### config.mk
export PLATFORM = sky130hd
export DESIGN_NAME = rx_pri_sequencer
export DESIGN_NICKNAME = d
export VERILOG_FILES = /design/src/rtl/rx_ctrl_pkg.sv /design/src/rtl/rx_cfg_regs.sv /design/src/rtl/rx_pri_sequencer.sv
export SDC_FILE = /design/constraint.sdc
export NUM_CORES = 1
export LEC_CHECK = 0
export CAP_MARGIN = 20
export CORE_ASPECT_RATIO = 1.1
export CORE_UTILIZATION = 42
export CTS_CLUSTER_SIZE = 30
export DETAILED_ROUTE_END_ITERATION = 10
export PLACE_DENSITY = 0.59
export SETUP_SLACK_MARGIN = 0.1
export SKIP_CTS_REPAIR_TIMING = 1
export SLEW_MARGIN = 20
export SYNTH_ARGS = -nofsm -noshare
export SYNTH_HDL_FRONTEND = slang
export SYNTH_HIERARCHICAL = 1
export SYNTH_SLANG_ARGS = --single-unit
### constraint.sdc
create_clock -name clk -period 18.06 [get_ports clk]
set_input_delay 2.709 -clock clk [delete_from_list [all_inputs] [get_ports clk]]
set_output_delay 2.709 -clock clk [all_outputs]
set_load 0.01 [all_outputs]
### src/rtl/rx_ctrl_pkg.sv
// Shared types and constants for the receive-chain PRI sequencer.
package rx_ctrl_pkg;
  localparam int CNT_W_DEF = 16;
  localparam int FRM_W_DEF = 16;

  localparam logic [2:0] ADDR_PRI   = 3'd0;
  localparam logic [2:0] ADDR_TX    = 3'd1;
  localparam logic [2:0] ADDR_BLANK = 3'd2;
  localparam logic [2:0] ADDR_WIN   = 3'd3;
  localparam logic [2:0] ADDR_FLUSH = 3'd4;
  localparam logic [2:0] ADDR_NFRM  = 3'd5;

  typedef enum logic [2:0] {
    S_IDLE, S_TX, S_BLANK, S_WINDOW, S_FLUSH, S_WAIT
  } state_t;
endpackage

### src/rtl/rx_cfg_regs.sv
// Shadow timing registers, active copy loaded at PRI start, and validity check on the shadows.
module rx_cfg_regs
  import rx_ctrl_pkg::*;
#(
  parameter int CNT_W = CNT_W_DEF,
  parameter int FRM_W = FRM_W_DEF
) (
  input  logic             clk,
  input  logic             rst,
  input  logic             cfg_we,
  input  logic [2:0]       cfg_addr,
  input  logic [CNT_W-1:0] cfg_wdata,
  input  logic             load,
  output logic [CNT_W-1:0] act_pri,
  output logic [CNT_W-1:0] act_tx,
  output logic [CNT_W-1:0] act_blank,
  output logic [CNT_W-1:0] act_win,
  output logic [CNT_W-1:0] act_flush,
  output logic [FRM_W-1:0] act_nfrm,
  output logic             sh_valid
);
  localparam int SW = CNT_W + 3;

  logic [CNT_W-1:0] sh_pri, sh_tx, sh_blank, sh_win, sh_flush;
  logic [FRM_W-1:0] sh_nfrm;
  logic [SW-1:0]    sum;

  always_ff @(posedge clk or posedge rst) begin
    if (rst) begin
      sh_pri <= '0; sh_tx <= '0; sh_blank <= '0;
      sh_win <= '0; sh_flush <= '0; sh_nfrm <= '0;
    end else if (cfg_we) begin
      case (cfg_addr)
        ADDR_PRI:   sh_pri   <= cfg_wdata;
        ADDR_TX:    sh_tx    <= cfg_wdata;
        ADDR_BLANK: sh_blank <= cfg_wdata;
        ADDR_WIN:   sh_win   <= cfg_wdata;
        ADDR_FLUSH: sh_flush <= cfg_wdata;
        ADDR_NFRM:  sh_nfrm  <= cfg_wdata[FRM_W-1:0];
        default: ;
      endcase
    end
  end

  // Loading samples the pre-write shadow, so a coincident write lands in the next PRI.
  always_ff @(posedge clk or posedge rst) begin
    if (rst) begin
      act_pri <= '0; act_tx <= '0; act_blank <= '0;
      act_win <= '0; act_flush <= '0; act_nfrm <= '0;
    end else if (load) begin
      act_pri <= sh_pri; act_tx <= sh_tx; act_blank <= sh_blank;
      act_win <= sh_win; act_flush <= sh_flush; act_nfrm <= sh_nfrm;
    end
  end

  always_comb begin
    sum      = SW'(sh_tx) + SW'(sh_blank) + SW'(sh_win) + SW'(sh_flush);
    sh_valid = (sh_tx != '0) && (sh_win != '0) && (sum <= SW'(sh_pri));
  end
endmodule

### src/rtl/rx_pri_sequencer.sv
// PRI frame-timing FSM: sequences TX/blank/window/flush/wait and drives receive-chain gates.
module rx_pri_sequencer
  import rx_ctrl_pkg::*;
#(
  parameter int CNT_W = CNT_W_DEF,
  parameter int FRM_W = FRM_W_DEF
) (
  input  logic             clk,
  input  logic             rst,
  input  logic             cfg_we,
  input  logic [2:0]       cfg_addr,
  input  logic [CNT_W-1:0] cfg_wdata,
  input  logic             start,
  input  logic             stop,
  output logic             tx_gate,
  output logic             adc_en,
  output logic             win_gate,
  output logic             pc_start,
  output logic [CNT_W-1:0] sample_idx,
  output logic             frame_done,
  output logic [FRM_W-1:0] frame_cnt,
  output logic             busy,
  output logic             cfg_err
);
  logic [CNT_W-1:0] a_pri, a_tx, a_blank, a_win, a_flush;
  logic [FRM_W-1:0] a_nfrm;
  logic             load, sh_valid, set_err, accept, pri_last, lim, nxt_fd, stop_pend;
  state_t           state, nxt_state;
  logic [CNT_W-1:0] ph_cnt, nxt_ph, pri_cnt, nxt_pri;

  rx_cfg_regs #(.CNT_W(CNT_W), .FRM_W(FRM_W)) u_cfg (
    .clk(clk), .rst(rst), .cfg_we(cfg_we), .cfg_addr(cfg_addr), .cfg_wdata(cfg_wdata),
    .load(load), .act_pri(a_pri), .act_tx(a_tx), .act_blank(a_blank), .act_win(a_win),
    .act_flush(a_flush), .act_nfrm(a_nfrm), .sh_valid(sh_valid)
  );

  // End of PRI overrides phase transitions so a zero-length WAIT needs no special case.
  always_comb begin
    nxt_state = state;
    nxt_ph    = ph_cnt + CNT_W'(1);
    nxt_pri   = pri_cnt + CNT_W'(1);
    load      = 1'b0;
    set_err   = 1'b0;
    accept    = 1'b0;
    pri_last  = (pri_cnt == a_pri - CNT_W'(1));
    lim       = (a_nfrm != '0) && (frame_cnt == a_nfrm);
    if (state == S_IDLE) begin
      nxt_ph  = '0;
      nxt_pri = '0;
      if (start) begin
        if (sh_valid) begin
          nxt_state = S_TX; load = 1'b1; accept = 1'b1;
        end else set_err = 1'b1;
      end
    end else if (pri_last) begin
      nxt_ph  = '0;
      nxt_pri = '0;
      if (stop_pend || stop || lim) nxt_state = S_IDLE;
      else if (sh_valid) begin
        nxt_state = S_TX; load = 1'b1;
      end else begin
        nxt_state = S_IDLE; set_err = 1'b1;
      end
    end else begin
      case (state)
        S_TX:     if (ph_cnt == a_tx - CNT_W'(1)) begin
                    nxt_ph = '0; nxt_state = (a_blank != '0) ? S_BLANK : S_WINDOW;
                  end
        S_BLANK:  if (ph_cnt == a_blank - CNT_W'(1)) begin
                    nxt_ph = '0; nxt_state = S_WINDOW;
                  end
        S_WINDOW: if (ph_cnt == a_win - CNT_W'(1)) begin
                    nxt_ph = '0; nxt_state = (a_flush != '0) ? S_FLUSH : S_WAIT;
                  end
        S_FLUSH:  if (ph_cnt == a_flush - CNT_W'(1)) begin
                    nxt_ph = '0; nxt_state = S_WAIT;
                  end
        default: ;
      endcase
    end
    nxt_fd = ((nxt_state == S_FLUSH) && (nxt_ph == a_flush - CNT_W'(1))) ||
             ((nxt_state == S_WINDOW) && (a_flush == '0) && (nxt_ph == a_win - CNT_W'(1)));
  end

  always_ff @(posedge clk or posedge rst) begin
    if (rst) begin
      state <= S_IDLE; ph_cnt <= '0; pri_cnt <= '0; stop_pend <= 1'b0;
      tx_gate <= 1'b0; adc_en <= 1'b0; win_gate <= 1'b0; pc_start <= 1'b0;
      sample_idx <= '0; frame_done <= 1'b0; frame_cnt <= '0; busy <= 1'b0; cfg_err <= 1'b0;
    end else begin
      state      <= nxt_state;
      ph_cnt     <= nxt_ph;
      pri_cnt    <= nxt_pri;
      tx_gate    <= (nxt_state == S_TX);
      adc_en     <= (nxt_state != S_IDLE);
      busy       <= (nxt_state != S_IDLE);
      win_gate   <= (nxt_state == S_WINDOW);
      pc_start   <= (nxt_state == S_WINDOW) && (nxt_ph == '0);
      sample_idx <= (nxt_state == S_WINDOW) ? nxt_ph : '0;
      frame_done <= nxt_fd;
      if (accept)      frame_cnt <= '0;
      else if (nxt_fd) frame_cnt <= frame_cnt + FRM_W'(1);
      if (accept)       cfg_err <= 1'b0;
      else if (set_err) cfg_err <= 1'b1;
      if (nxt_state == S_IDLE)           stop_pend <= 1'b0;
      else if (stop && state != S_IDLE)  stop_pend <= 1'b1;
    end
  end
endmodule

* Word level (Yosys, flattened, before mapping)
Cells that the tools add are included.
** Storage, ports and cells
- Flip-flop bits (word level) :: 266
- Input port bits :: 24
- Output and inout bits :: 39
- Word-level logic and storage cells :: 128
** Cells by class
- Add/sub/neg operators :: 11
- $lt $le $gt $ge :: 1
- Equal/unequal tests :: 20
- Mux-type cells :: 40
- Reduce and logical (&&, ||, !) cells :: 32
** Operator list (count)
- $mux 16 :: 11
- $eq 16x16->1 :: 8
- $reduce_bool 16->1 :: 5
- $sub 16x1->16 const B :: 5
- $pmux 16 s4 :: 1
- $add 16x1->16 const B :: 3
- $add 19x16->19 :: 2
- $logic_not 16->1 :: 2
- $mux 3 :: 8
- $le 19x16->1 :: 1
- $mux 1 :: 19
- $add 16x16->17 :: 1
- $eq 3x2->1 const B :: 5
- $eq 3x3->1 const B :: 4
- $pmux 3 s4 :: 1
- $reduce_and 2->1 :: 6
- $eq 3x1->1 const B :: 3
- $logic_not 3->1 :: 3
- $logic_and 1x1->1 :: 8
- $reduce_bool 2->1 :: 3
- $reduce_bool 3->1 :: 2
- $logic_or 1x1->1 :: 3

* Logic depth before layout (Yosys ltp)
Gate-level depths: netlist (run 1).
- Depth in word-level cells :: 15
- Gate-level depth with buffers :: 42
- Gate-level depth less buffers :: 41

* Cells and area by module
Netlist (run 1), hierarchy kept.
** By module, submodules not included
- rx_cfg_regs :: instances 1, cells each 704, area an instance 9282.7 um^2, seq. area each 4804.6 um^2
- rx_pri_sequencer :: instances 1, cells each 950, area an instance 7440.9 um^2, seq. area each 1851.8 um^2

* Worst setup path before layout (run 1)
Ideal clock, no wire load.
- Path kind :: flip-flop to flip-flop
- Start :: reg u_cfg.sh_tx[3]
- End :: reg frame_cnt[14]
- Library setup time :: 0.079 ns
- Arrival :: 6.780 ns
- Data required time :: 17.981 ns
- Path slack :: 11.201 ns
- Cell stages (with the launch flop) :: 33
- Buffers on the path :: 1
- Period minus slack after synthesis :: 6.859 ns
- Path through :: dfrtp_1 fa_1 ha_1 and3_1 a221o_1 or3_1 a21oi_1 o21bai_1 a21oi_1 xnor2_1 ha_1 a21oi_1 nor2_1 a21oi_1 o21ai_2 nor3_2 o21bai_1 xnor2_1 ha_1 nand4_1 or4_1 o21ai_0 nand3_1 a211oi_2 nand3_1 o21ai_0 and4b_1 a21oi_1 and3_1 a32oi_2 buf_6 nor4_1 mux2i_1
** On the way
- Word-level cells in the longest chain between the ends :: 14
- Elaborated cells between the ends (all ways) :: 24
- Classes of those cells :: add/sub (3); order compare (1); eq/ne (2); mux (10); reduce/logical (8)
** Ends and longest elaborated chain
- start, declared :: RTL line rx_cfg_regs.sv:24 : logic [CNT_W-1:0] sh_pri, sh_tx, sh_blank, sh_win, sh_flush;
- start signal, assigned :: RTL line rx_cfg_regs.sv:35 : ADDR_TX: sh_tx <= cfg_wdata;
- $add 16x16->17 :: RTL line rx_cfg_regs.sv:57 : sum = SW'(sh_tx) + SW'(sh_blank) + SW'(sh_win) + SW'(sh_flush);
- $add 19x16->19 (2 in series) :: RTL line rx_cfg_regs.sv:57
- $le 19x16->1 :: RTL line rx_cfg_regs.sv:58 : sh_valid = (sh_tx != '0) && (sh_win != '0) && (sum <= SW'(sh_pri));
- $logic_and 1x1->1 (*) :: RTL line rx_cfg_regs.sv:58
- net sh_valid :: RTL line rx_pri_sequencer.sv:27 : logic load, sh_valid, set_err, accept, pri_last, lim, nxt_fd, stop_pend;
- $mux 1 :: RTL line rx_pri_sequencer.sv:51, rx_pri_sequencer.sv:59
- $mux 1 :: RTL line rx_pri_sequencer.sv:58 : if (stop_pend || stop || lim) nxt_state = S_IDLE;
- $mux 3 :: RTL line rx_pri_sequencer.sv:55 : end else if (pri_last) begin
- $mux 3 :: RTL line rx_pri_sequencer.sv:47 : if (state == S_IDLE) begin
- $eq 3x2->1 :: RTL line rx_pri_sequencer.sv:82 : ((nxt_state == S_WINDOW) && (a_flush == '0) && (nxt_ph == a_win - CNT_W'(1)));
- $logic_and 1x1->1 (2 in series) :: RTL line rx_pri_sequencer.sv:82
- $logic_or 1x1->1 :: RTL line rx_pri_sequencer.sv:81 : nxt_fd = ((nxt_state == S_FLUSH) && (nxt_ph == a_flush - CNT_W'(1))) ||
- $reduce_bool 2->1 (no line)
- end signal, assigned :: RTL line rx_pri_sequencer.sv:102 : else if (nxt_fd) frame_cnt <= frame_cnt + FRM_W'(1);
- end, declared :: RTL line rx_pri_sequencer.sv:21 : output logic [FRM_W-1:0] frame_cnt,
Mark *: on every way through the listed nets, which the timed path passes. The rest lies on a longest branch.
A chain may end at the register's enable or synchronous reset.

* Worst setup path after layout (run 1)
- Start :: reg u_cfg.sh_tx[1]
- End :: reg frame_cnt[10]
Same word-level chain as after synthesis.

==> out/results.tsv, run 1 <==
stage	metric	value	unit
worst_hold_path	Hold/Removal Path Class	flip-flop to flip-flop	
timing	crit path time final	8.83	ns
timing	fin. max-slew vios	0	
clock_tree	clock buffer count from CTS	30	
worst_setup_path	Crit. End Element	flip-flop	
synthesis	post-synthesis register bit count	266	
synthesis	most frequent cell after synthesis	dfrtp_1	
synthesis	Mapped Cells	1654	
drt	via count	13100	
worst_setup_path	max incr delay on CP	0.86	ns
timing	TNS Setup	0	ns
layout	nets	1784	
global_routing	first-pass GRT wire length	76400	µm
global_routing	initial antenna violation count	0	
power	Power Density	137	nW/µm²
clock_tree	H-tree level count	1	
synthesis	Synth Warn #	6	
drt	Routed wire per std cell	22.3	µm
synthesis	post-synth cell types	88	
drt	post-DR vias/cell	5.93	
worst_setup_path	critical path data required time	18.56	ns
synthesis	adder-cell share of the synthesized area	0.0642	
clock_tree	Clock Sinks	266	
power	leakage	8.38	nW
synthesis	post-synthesis mux area share	0.123	
worst_setup_path	Crit path arrival time	9.33	ns
floorplanning	core area	39200	µm²
synthesis	top_reg_cell synth	dfrtp_1	
drt	1st-iter DRT viols	1291	
timing	Worst-Margin Slew	1.16	ns
floorplanning	Die Ht	211	µm
synthesis	XOR/XNOR Fraction of Synth Area	0.102	
global_routing	Tot GR Track Use	0.247	
timing	slew margin rel.	0.221	
synthesis	EDFF count, synth	0	
floorplanning	die area	40600	µm²
timing	unrepaired setup endpoints after global routing	no	
layout	layout cells sized above 1	0.163	
layout	Layout Cells excl Fill	2216	
layout	ant diodes	0	
synthesis	largest family of logic cells by synthesized area	simple AND/OR/NAND/NOR gates	
synthesis	asr flop ratio synth	1.00	
synthesis	synth cell count leaders	dfrtp_1, mux2_2, nor2_1, xnor2_1, nand2_1	
synthesis	Yosys top cell by area	dfrtp_1	
layout	Area Growth Syn to Fin	12.6	%
placed_design	placed cell count	2158	
placed_design	routability cong.	0.905	
drt	drt total wl	49400	µm
synthesis	top cell type's share of synthesized area	0.398	
drt	antenna violation net count after detailed routing	0	
placed_design	Post-DP HPWL	36800	µm
global_routing	largest net degree at the start of global routing	112	
worst_setup_path	critical path fanouts, max	33	
status	status	completed	
clock_tree	worst-skew pair later-pin latency	0.58	ns
synthesis	Synth Net Count	1753	
floorplanning	I/O pin cnt	63	
job	maxcap violations	0	
synthesis	Seq/Total Area, Yosys	0.398	
timing	period utilization	0.489	
placed_design	IO Port Bufs	62	
clock_tree	TritonCTS clock tree	done	
clock_tree	clock slew at reported path FFs	0.06	ns
drt	drt drc	0	
floorplanning	Initial Util	0.427	
floorplanning	# rows	76	
synthesis	Compound-Gate Fraction of Synth Area	0.111	
timing	Setup violations, final	0	
worst_setup_path	Buf/Inv on CP	4	
timing	Final Skew	0.0225	ns
worst_setup_path	CP max-delay cell	o21ai_4	
global_routing	vias in the first global route	12700	
timing	Achievable Freq	113	MHz
synthesis	Synth Area in Simple Gates	0.167	
synthesis	Syn Area/Cell	10.1	µm²
worst_setup_path	Most Frequent Cell on Critical Path	a21oi_1	
synthesis	top cells by area, synth	dfrtp_1, mux2_2, xnor2_1	
worst_setup_path	startpoint types	flip-flop	
power	peak supply drop	0.141	mV
worst_setup_path	crit path kind	flip-flop to flip-flop	
timing	final hold violations	0	
synthesis	synthesized area	16700	µm²
worst_setup_path	CP top delay family	compound AO/OA/AOI/OAI gates	
global_routing	grt ovf	0	
clock_tree	Max Root-Sink Buffers	3	
clock_tree	clock root cell	clkbuf_16	
drt	Detailed Routing Iterations Pass 1	7	
floorplanning	Die Wd	192	µm
==> power by group <==
part	internal [W]	switching [W]	leakage [nW]	total, W
logic	0.000562	0.000673	4.39	0.00124
registers	0.000643	0.0000580	3.48	0.000701
clock network	0.000384	0.000256	0.509	0.000639
total	0.00159	0.000986	8.38	0.00258
==> stage by stage <==
step                setup slack, ns  hold slack, ns  utilization  total power (W)  area (µm²)
floorplan                     10.12           0.465            -          0.00165       16700
global placement               9.38           0.478        0.454          0.00192       17800
detailed placement             9.13           0.486        0.454          0.00194       17800
CTS                            9.11           0.499        0.480          0.00259       18800
global route                   8.56           0.515        0.481          0.00276       18800
finish                         9.23           0.496        0.481          0.00258       18800
==> logic make-up (layout without fill, tap and decap cells) <==
kind of cell | count (synthesis) | count (layout)
adders and majority gates | 75 | 75
and+or+nand+nor | 524 | 524
DFF | 266 | 266
buffers and inverters | 145 | 200
xor gates and xnor gates | 191 | 191
muxes | 184 | 184
AOI/OAI and AO/OA | 269 | 269
==> path summary, 6_finish.rpt <==
check | startpoint | endpoint | slack, ns | cells past startpoint
worst max-delay path | u_cfg/sh_tx[1]$_DFFE_PP0P_ | frame_cnt[10]$_DFFE_PP0P_ | 9.23 | 38
worst min-delay path | u_cfg/sh_nfrm[7]$_DFFE_PP0P_ | u_cfg/act_nfrm[7]$_DFFE_PP0P_ | 0.50 | 1
worst max register to register | u_cfg/sh_tx[1]$_DFFE_PP0P_ | frame_cnt[10]$_DFFE_PP0P_ | 9.23 | 38
worst min register to register | u_cfg/sh_nfrm[7]$_DFFE_PP0P_ | u_cfg/act_nfrm[7]$_DFFE_PP0P_ | 0.50 | 1
max in group asynchronous | rst | u_cfg/sh_blank[4]$_DFFE_PP0P_ | 14.09 | 3
min in group asynchronous | rst | u_cfg/act_pri[12]$_DFFE_PP0P_ | 2.73 | 2
==> layout make-up <==
| cell class | count | area (µm²) |
|---|---|---|
| fill | 3659 | 20300 |
| multi-input combinational | 1243 | 9510 |
| sequential | 266 | 6660 |
| clock buffer | 41 | 842 |
| timing repair buffer | 74 | 722 |
| tap | 507 | 634 |
| inverter | 70 | 270 |
| clock inverter | 15 | 199 |
==> layout by cell type (no fill, tap or decap), types with 35 or more instances in the layout <==
cell type	count
dfrtp_1	266
mux2_2	175
nor2_1	117
xnor2_1	114
nand2_1	89
xor2_1	75
inv_1	68
clkdlybuf4s50_1	62
ha_1	57
nand3_1	54
a21oi_1	53
o21ai_0	50
nor3_1	45
nor4_1	35
==> per-layer routing <==
metal	global-route usage	vias to the layer above	share of wire
li1	-	6061	-
met1	0.356	6559	0.46
met2	0.376	414	0.45
met3	0.0361	98	0.059
met4	0.0899	0	0.036
met5	0	-	0
Note: power is estimated with default switching activity, not from simulation.
==> run 2, diff against run 1 <==
Settings changed: PLACE_DENSITY 0.59 to 0.62.
Clock period 18.06 ns to 7.49 ns, I/O delays scaled along.
==> run 2 against run 1 <==
Compared with the run above: global-route usage increased by 0.22 points; critical path type unchanged; cell area is 2.4% higher; sequential power increased by 140%; first-iteration DRC count down 29%; highest routed layer unchanged; non-clock buffer count up 40; critical path depth is 5 lower; count of clock-buffer cells in the layout up 3; utilization increased by 1.2 points; largest power group unchanged.
==> out/results.tsv, run 2 (same netlist as run 1, synthesis figures left out) <==
stage	metric	value	unit	change
floorplanning	Die Ht	211	µm	unchanged
worst_setup_path	Crit Reg-Reg Startpoint	u_cfg/sh_win[3]$_DFFE_PP0P_		
placed_design	IO Port Bufs	62		unchanged
timing	fin. max-slew vios	0		unchanged
floorplanning	Initial Util	0.427		unchanged
clock_tree	clock root cell	clkbuf_16		
layout	most frequent cells in the layout	dfrtp_1, mux2_2, nor2_1		
layout	Area Growth Syn to Fin	15.4	%	
global_routing	initial antenna violation count	0		unchanged
timing	Final Skew	0.0145	ns	-0.00800 ns
drt	post-DR vias/cell	5.87		-0.89%
power	Overall Power	0.00664	W	+160%
drt	antenna violation net count after detailed routing	0		unchanged
drt	Routed wire per std cell	22.4	µm	+0.42%
drt	drt drc	0		unchanged
global_routing	first-pass GRT wire length	77500	µm	+1.5%
worst_setup_path	startpoint types	flip-flop		
global_routing	largest net degree at the start of global routing	133		+19%
clock_tree	Max Root-Sink Buffers	3		unchanged
power	Power Density	344	nW/µm²	+150%
timing	unrepaired setup endpoints after global routing	yes		
drt	1st-iter DRT viols	922		-29%
worst_setup_path	Crit. End Element	flip-flop		
job	maxcap violations	0		unchanged
floorplanning	Die Wd	192	µm	unchanged
clock_tree	clock slew at reported path FFs	0.06	ns	about the same
layout	commonest non-fill, non-tap cell in the layout	dfrtp_1		
worst_setup_path	Most Frequent Cell on Critical Path	a21oi_1		
clock_tree	worst-skew pair later-pin latency	0.56	ns	-0.02 ns
worst_setup_path	CP startpoint	u_cfg/sh_win[3]$_DFFE_PP0P_		
worst_setup_path	setup slack, reg-to-reg	0.11	ns	-9.12 ns
timing	TNS Setup	0	ns	unchanged
timing	period utilization	0.986		+0.497
power	leakage	8.56	nW	+2.1%
worst_setup_path	max incr delay on CP	0.60	ns	-0.26 ns
power	peak supply drop	0.267	mV	+90%
floorplanning	# rows	76		unchanged
global_routing	grt ovf	0		unchanged
timing	Setup violations, final	0		unchanged
placed_design	routability cong.	0.911		+0.66%
worst_setup_path	Setup crit end	frame_cnt[8]$_DFFE_PP0P_		
worst_setup_path	critical path data required time	7.97	ns	-10.59 ns
timing	crit path time final	7.38	ns	-1.45 ns
timing	slew margin rel.	0.323		+0.102
timing	Worst-Margin Slew	1.01	ns	-0.148 ns
worst_setup_path	crit path kind	flip-flop to flip-flop		
status	status	completed		
worst_setup_path	Worst R2R Path Depth	33		-13%
worst_hold_path	Hold/Removal Path Class	flip-flop to flip-flop		
layout	layout cells sized above 1	0.196		+0.0331
clock_tree	clock buffer count from CTS	29		-3.3%
drt	Detailed Routing Iterations Pass 1	6		-1
timing	final hold violations	0		unchanged
floorplanning	core area	39200	µm²	unchanged
worst_setup_path	Crit path arrival time	7.87	ns	-1.46 ns
worst_setup_path	CP max-delay cell	fa_1		
timing	Achievable Freq	135	MHz	+20%
placed_design	Post-DP HPWL	37600	µm	+2.1%
clock_tree	Clock Sinks	266		unchanged
floorplanning	I/O pin cnt	63		unchanged
worst_setup_path	worst flop-to-flop path endpoint	frame_cnt[8]$_DFFE_PP0P_		
clock_tree	TritonCTS clock tree	done		
floorplanning	die area	40600	µm²	unchanged
drt	via count	13200		+0.85%
drt	drt total wl	50500	µm	+2.2%
clock_tree	H-tree level count	1		unchanged
global_routing	vias in the first global route	12900		+1.6%
layout	nets	1823		+2.2%
worst_setup_path	critical path fanouts, max	6		-82%
global_routing	Tot GR Track Use	0.250		+0.00218
==> run 2: cell types whose count changed in the layout (fill, tap and decap cells not counted), sizes merged <==
cell / before / now
buf: 12 / 51
bufinv: 4 / 3
clkbuf: 41 / 45
clkinv: 8 / 3
clkinvlp: 2 / 3
diode: 0 / 1
==> run 2: metrics by stage <==
stage	instance area [µm²]	setup slack, ns	std cells	hold WS (ns)	util
6_report	19300	0.107	2255	0.498	0.492
5_1_grt	19300	-0.231	2254	0.519	0.492
4_1_cts	18900	-0.00306	2229	0.500	0.483
3_5_place_dp	17900	-0.00788	2175	0.485	0.457
3_3_place_gp	17900	0.211	2175	0.476	0.457
2_1_floorplan	16700	0.631	1654	0.465	-
==> run 2: cell type report <==
type	count	area [µm²]
diodes	1	2.50
clock buffers	44	852
clock inverters	10	136
inverters	70	270
fillers	3598	19900
repair buffers	114	1060
flip-flops and latches	266	6660
multi-input cells	1243	9680
well taps	507	634
==> run 2: worst min-delay path by stage <==
stage | start | end | cells after the start
CTS | u_cfg/sh_nfrm[15]$_DFFE_PP0P_ | u_cfg/act_nfrm[15]$_DFFE_PP0P_ | 1
global route | u_cfg/sh_nfrm[11]$_DFFE_PP0P_ | u_cfg/act_nfrm[11]$_DFFE_PP0P_ | 1
floorplan | stop_pend$_DFFE_PP0P_ | stop_pend$_DFFE_PP0P_ | 1
finish | u_cfg/sh_nfrm[2]$_DFFE_PP0P_ | u_cfg/act_nfrm[2]$_DFFE_PP0P_ | 1
global placement | stop_pend$_DFFE_PP0P_ | stop_pend$_DFFE_PP0P_ | 1
detailed placement | u_cfg/sh_nfrm[7]$_DFFE_PP0P_ | u_cfg/act_nfrm[7]$_DFFE_PP0P_ | 1
==> run 2: routing by layer <==
layer,vias to the layer above,part of all wire,GRT usage
li1,6142,-,-
met1,6644,0.46,0.355
met5,-,0,0
met4,0,0.034,0.0836
met3,94,0.040,0.0236
met2,364,0.47,0.398
==> run 2: critical path: cells and delay by family (launching register included) <==
kind	cells	cell delay, ns
AOI/OAI and AO/OA	14	2.24
and+or+nand+nor	11	2.59
adders and majority gates	4	1.44
DFF	1	0.41
buffers and inverters	2	0.36
xor gates and xnor gates	2	0.27
==> run 2: report_power, final <==
group,switching [W],internal (W)
clock,0.000587,0.000886
combinational,0.00183,0.00166
sequential,0.000130,0.00155
total,0.00255,0.00409
==> run 3, diff against run 2 <==
Settings changed: CORE_ASPECT_RATIO 1.1 to 1.25.
==> run 3 against run 2 <==
Compared with the run above: combinational power down 5%; non-clock buffer count down 17; setup slack better by 0.0096 ns; clock power is 7% lower; count of clock-buffer cells in the layout decreased by 3; largest power group unchanged.
==> out/results.tsv, run 3 (same netlist as run 1, synthesis figures left out) <==
stage	metric	value	unit	change
timing	slew margin rel.	0.332		+0.00924
global_routing	largest net degree at the start of global routing	110		-17%
job	maxcap violations	0		unchanged
power	combinational share of power	0.521		-0.004
floorplanning	Initial Util	0.426		-0.000477
worst_setup_path	crit path kind	flip-flop to flip-flop		
clock_tree	Clock Sinks	266		unchanged
worst_setup_path	Crit. End Element	flip-flop		
floorplanning	# rows	81		+6.6%
worst_setup_path	Crit path arrival time	7.86	ns	about the same
clock_tree	TritonCTS clock tree	done		
clock_tree	H-tree level count	1		unchanged
timing	Achievable Freq	136	MHz	+0.13%
timing	crit path time final	7.37	ns	-0.00957 ns
layout	most frequent cells in the layout	dfrtp_1, mux2_2, nor2_1		
placed_design	IO Port Bufs	62		unchanged
layout	Util after Layout	0.488		-0.00479
drt	Detailed Routing Iterations Pass 1	8		+2
drt	via count	13300		+0.55%
layout	Area Growth Syn to Fin	14.4	%	
power	leakage	8.47	nW	-1.0%
global_routing	grt ovf	0		unchanged
floorplanning	die area	40600	µm²	about the same
clock_tree	worst-skew pair later-pin latency	0.57	ns	about the same
worst_setup_path	CP max-delay cell	fa_1		
global_routing	initial antenna violation count	0		unchanged
status	status	completed		
worst_hold_path	Hold/Removal Path Class	flip-flop to flip-flop		
worst_setup_path	setup slack, reg-to-reg	0.12	ns	about the same
worst_setup_path	max incr delay on CP	0.58	ns	-0.02 ns
layout	finished layout cell area	19100	µm²	-0.86%
power	peak supply drop	0.271	mV	+1.8%
worst_setup_path	startpoint types	flip-flop		
power	Overall Power	0.00635	W	-4.3%
layout	nets	1805		-0.99%
drt	antenna violation net count after detailed routing	0		unchanged
layout	layout cells sized above 1	0.192		-0.00330
timing	Final Skew	0.0247	ns	+0.0102 ns
drt	drt total wl	48800	µm	-3.2%
timing	Worst-Margin Slew	0.999	ns	-0.0113 ns
timing	TNS Setup	0	ns	unchanged
clock_tree	clock slew at reported path FFs	0.06	ns	about the same
drt	1st-iter DRT viols	971		+5.3%
placed_design	Placement Cell Area	17900	µm²	-0.22%
power	clock power share	0.215		-0.007
worst_hold_path	HP Start	u_cfg/sh_nfrm[15]$_DFFE_PP0P_		
timing	unrepaired setup endpoints after global routing	yes		
drt	post-DR vias/cell	5.99		+2.0%
power	Reg power frac	0.265		+0.012
timing	fin. max-slew vios	0		unchanged
timing	Setup violations, final	0		unchanged
placed_design	routability cong.	0.947		+3.9%
floorplanning	core area	39200	µm²	+0.11%
power	Internal Pwr Total	0.00385	W	-5.9%
global_routing	vias in the first global route	13000		+0.75%
clock_tree	clock root cell	clkbuf_16		
floorplanning	Die Wd	180	µm	-6.1%
layout	commonest non-fill, non-tap cell in the layout	dfrtp_1		
drt	Routed wire per std cell	22.0	µm	-1.9%
worst_setup_path	Worst R2R Path Depth	34		+3.0%
placed_design	Post-DP HPWL	36500	µm	-2.8%
worst_setup_path	worst flop-to-flop path endpoint	frame_cnt[12]$_DFFE_PP0P_		
worst_hold_path	Hold Path Cell Cnt	1		unchanged
clock_tree	clock buffer count from CTS	28		-3.4%
clock_tree	Max Root-Sink Buffers	3		unchanged
floorplanning	Die Ht	225	µm	+6.5%
worst_setup_path	critical path fanouts, max	6		unchanged
worst_hold_path	WHS Endpoint	u_cfg/act_nfrm[15]$_DFFE_PP0P_		
floorplanning	I/O pin cnt	63		unchanged
global_routing	first-pass GRT wire length	75700	µm	-2.4%
timing	period utilization	0.984		-0.00128
timing	hold_ws	0.493	ns	-0.00495 ns
layout	# fillers	3569		-0.81%
worst_setup_path	critical path data required time	7.98	ns	about the same
timing	final hold violations	0		unchanged
power	Power Density	332	nW/µm²	-3.5%
power	Psw	0.00250	W	-1.7%
worst_setup_path	Crit Reg-Reg Startpoint	u_cfg/sh_win[2]$_DFFE_PP0P_		
drt	drt drc	0		unchanged
global_routing	Tot GR Track Use	0.240		-0.00917
power	switching portion of total power	0.394		+0.0103
-- run 3: cell count changes in the layout (fill, tap and decap cells not counted), sizes merged --
cell      delta
clkinvlp     -1
buf         -18
bufinv       -3
clkinv       +2
clkbuf       -2
-- run 3: power by group through the flow --
stage,clock [W],combinational (W),sequential (W)
6_report,0.00136,0.00331,0.00168
5_1_grt,0.00145,0.00364,0.00170
4_1_cts,0.00139,0.00302,0.00168
3_5_place_dp,0,0.00300,0.00170
3_3_place_gp,0,0.00294,0.00170
2_1_floorplan,0,0.00234,0.00165
-- run 3: how the worst max path moves through the flow --
stage,from,to,slack [ns],cells past startpoint
floorplan,u_cfg/sh_tx[3]$_DFFE_PP0P_,frame_cnt[14]$_DFFE_PP0P_,0.63,32
global placement,u_cfg/sh_tx[1]$_DFFE_PP0P_,frame_cnt[8]$_DFFE_PP0P_,0.18,38
detailed placement,u_cfg/sh_tx[1]$_DFFE_PP0P_,frame_cnt[8]$_DFFE_PP0P_,-0.04,37
CTS,u_cfg/sh_tx[1]$_DFFE_PP0P_,frame_cnt[11]$_DFFE_PP0P_,-0.03,37
global route,u_cfg/sh_tx[4]$_DFFE_PP0P_,frame_cnt[0]$_DFFE_PP0P_,-0.14,34
finish,u_cfg/sh_win[2]$_DFFE_PP0P_,frame_cnt[12]$_DFFE_PP0P_,0.12,34
-- run 3: area by class of cell --
type                    instances  area [µm²]  area share
well taps                     498         623      0.0326
inverters                      70         272      0.0142
clock buffers                  41         841      0.0440
repair buffers                 97         962      0.0503
flip-flops and latches        266        6660       0.348
diodes                          1        2.50    0.000131
clock inverters                 8        56.3     0.00294
multi-input cells            1243        9710       0.508
-- run 3: worst max-delay path, delay by kind of cell (launching register included) --
| family | cells | cell delay (ns) |
|---|---|---|
| AOI/OAI and AO/OA | 17 | 2.99 |
| and+or+nand+nor | 9 | 1.85 |
| adders and majority gates | 4 | 1.41 |
| DFF | 1 | 0.40 |
| buffers and inverters | 2 | 0.36 |
| xor gates and xnor gates | 2 | 0.28 |
-- run 3: stage by stage --
| stage | std cells | setup slack, ns |
|---|---|---|
| 3_3_place_gp | 2162 | 0.182 |
| 2_1_floorplan | 1654 | 0.631 |
| 3_5_place_dp | 2162 | -0.0422 |
| 5_1_grt | 2223 | -0.139 |
| 6_report | 2224 | 0.117 |
| 4_1_cts | 2211 | -0.0336 |
-- run 3: routing by layer --
metal	wire (µm)	vias up	GRT usage
met5	0	-	0
met4	2040	0	0.106
met3	2480	116	0.0291
met2	23800	475	0.411
met1	20500	6622	0.307
li1	-	6104	-
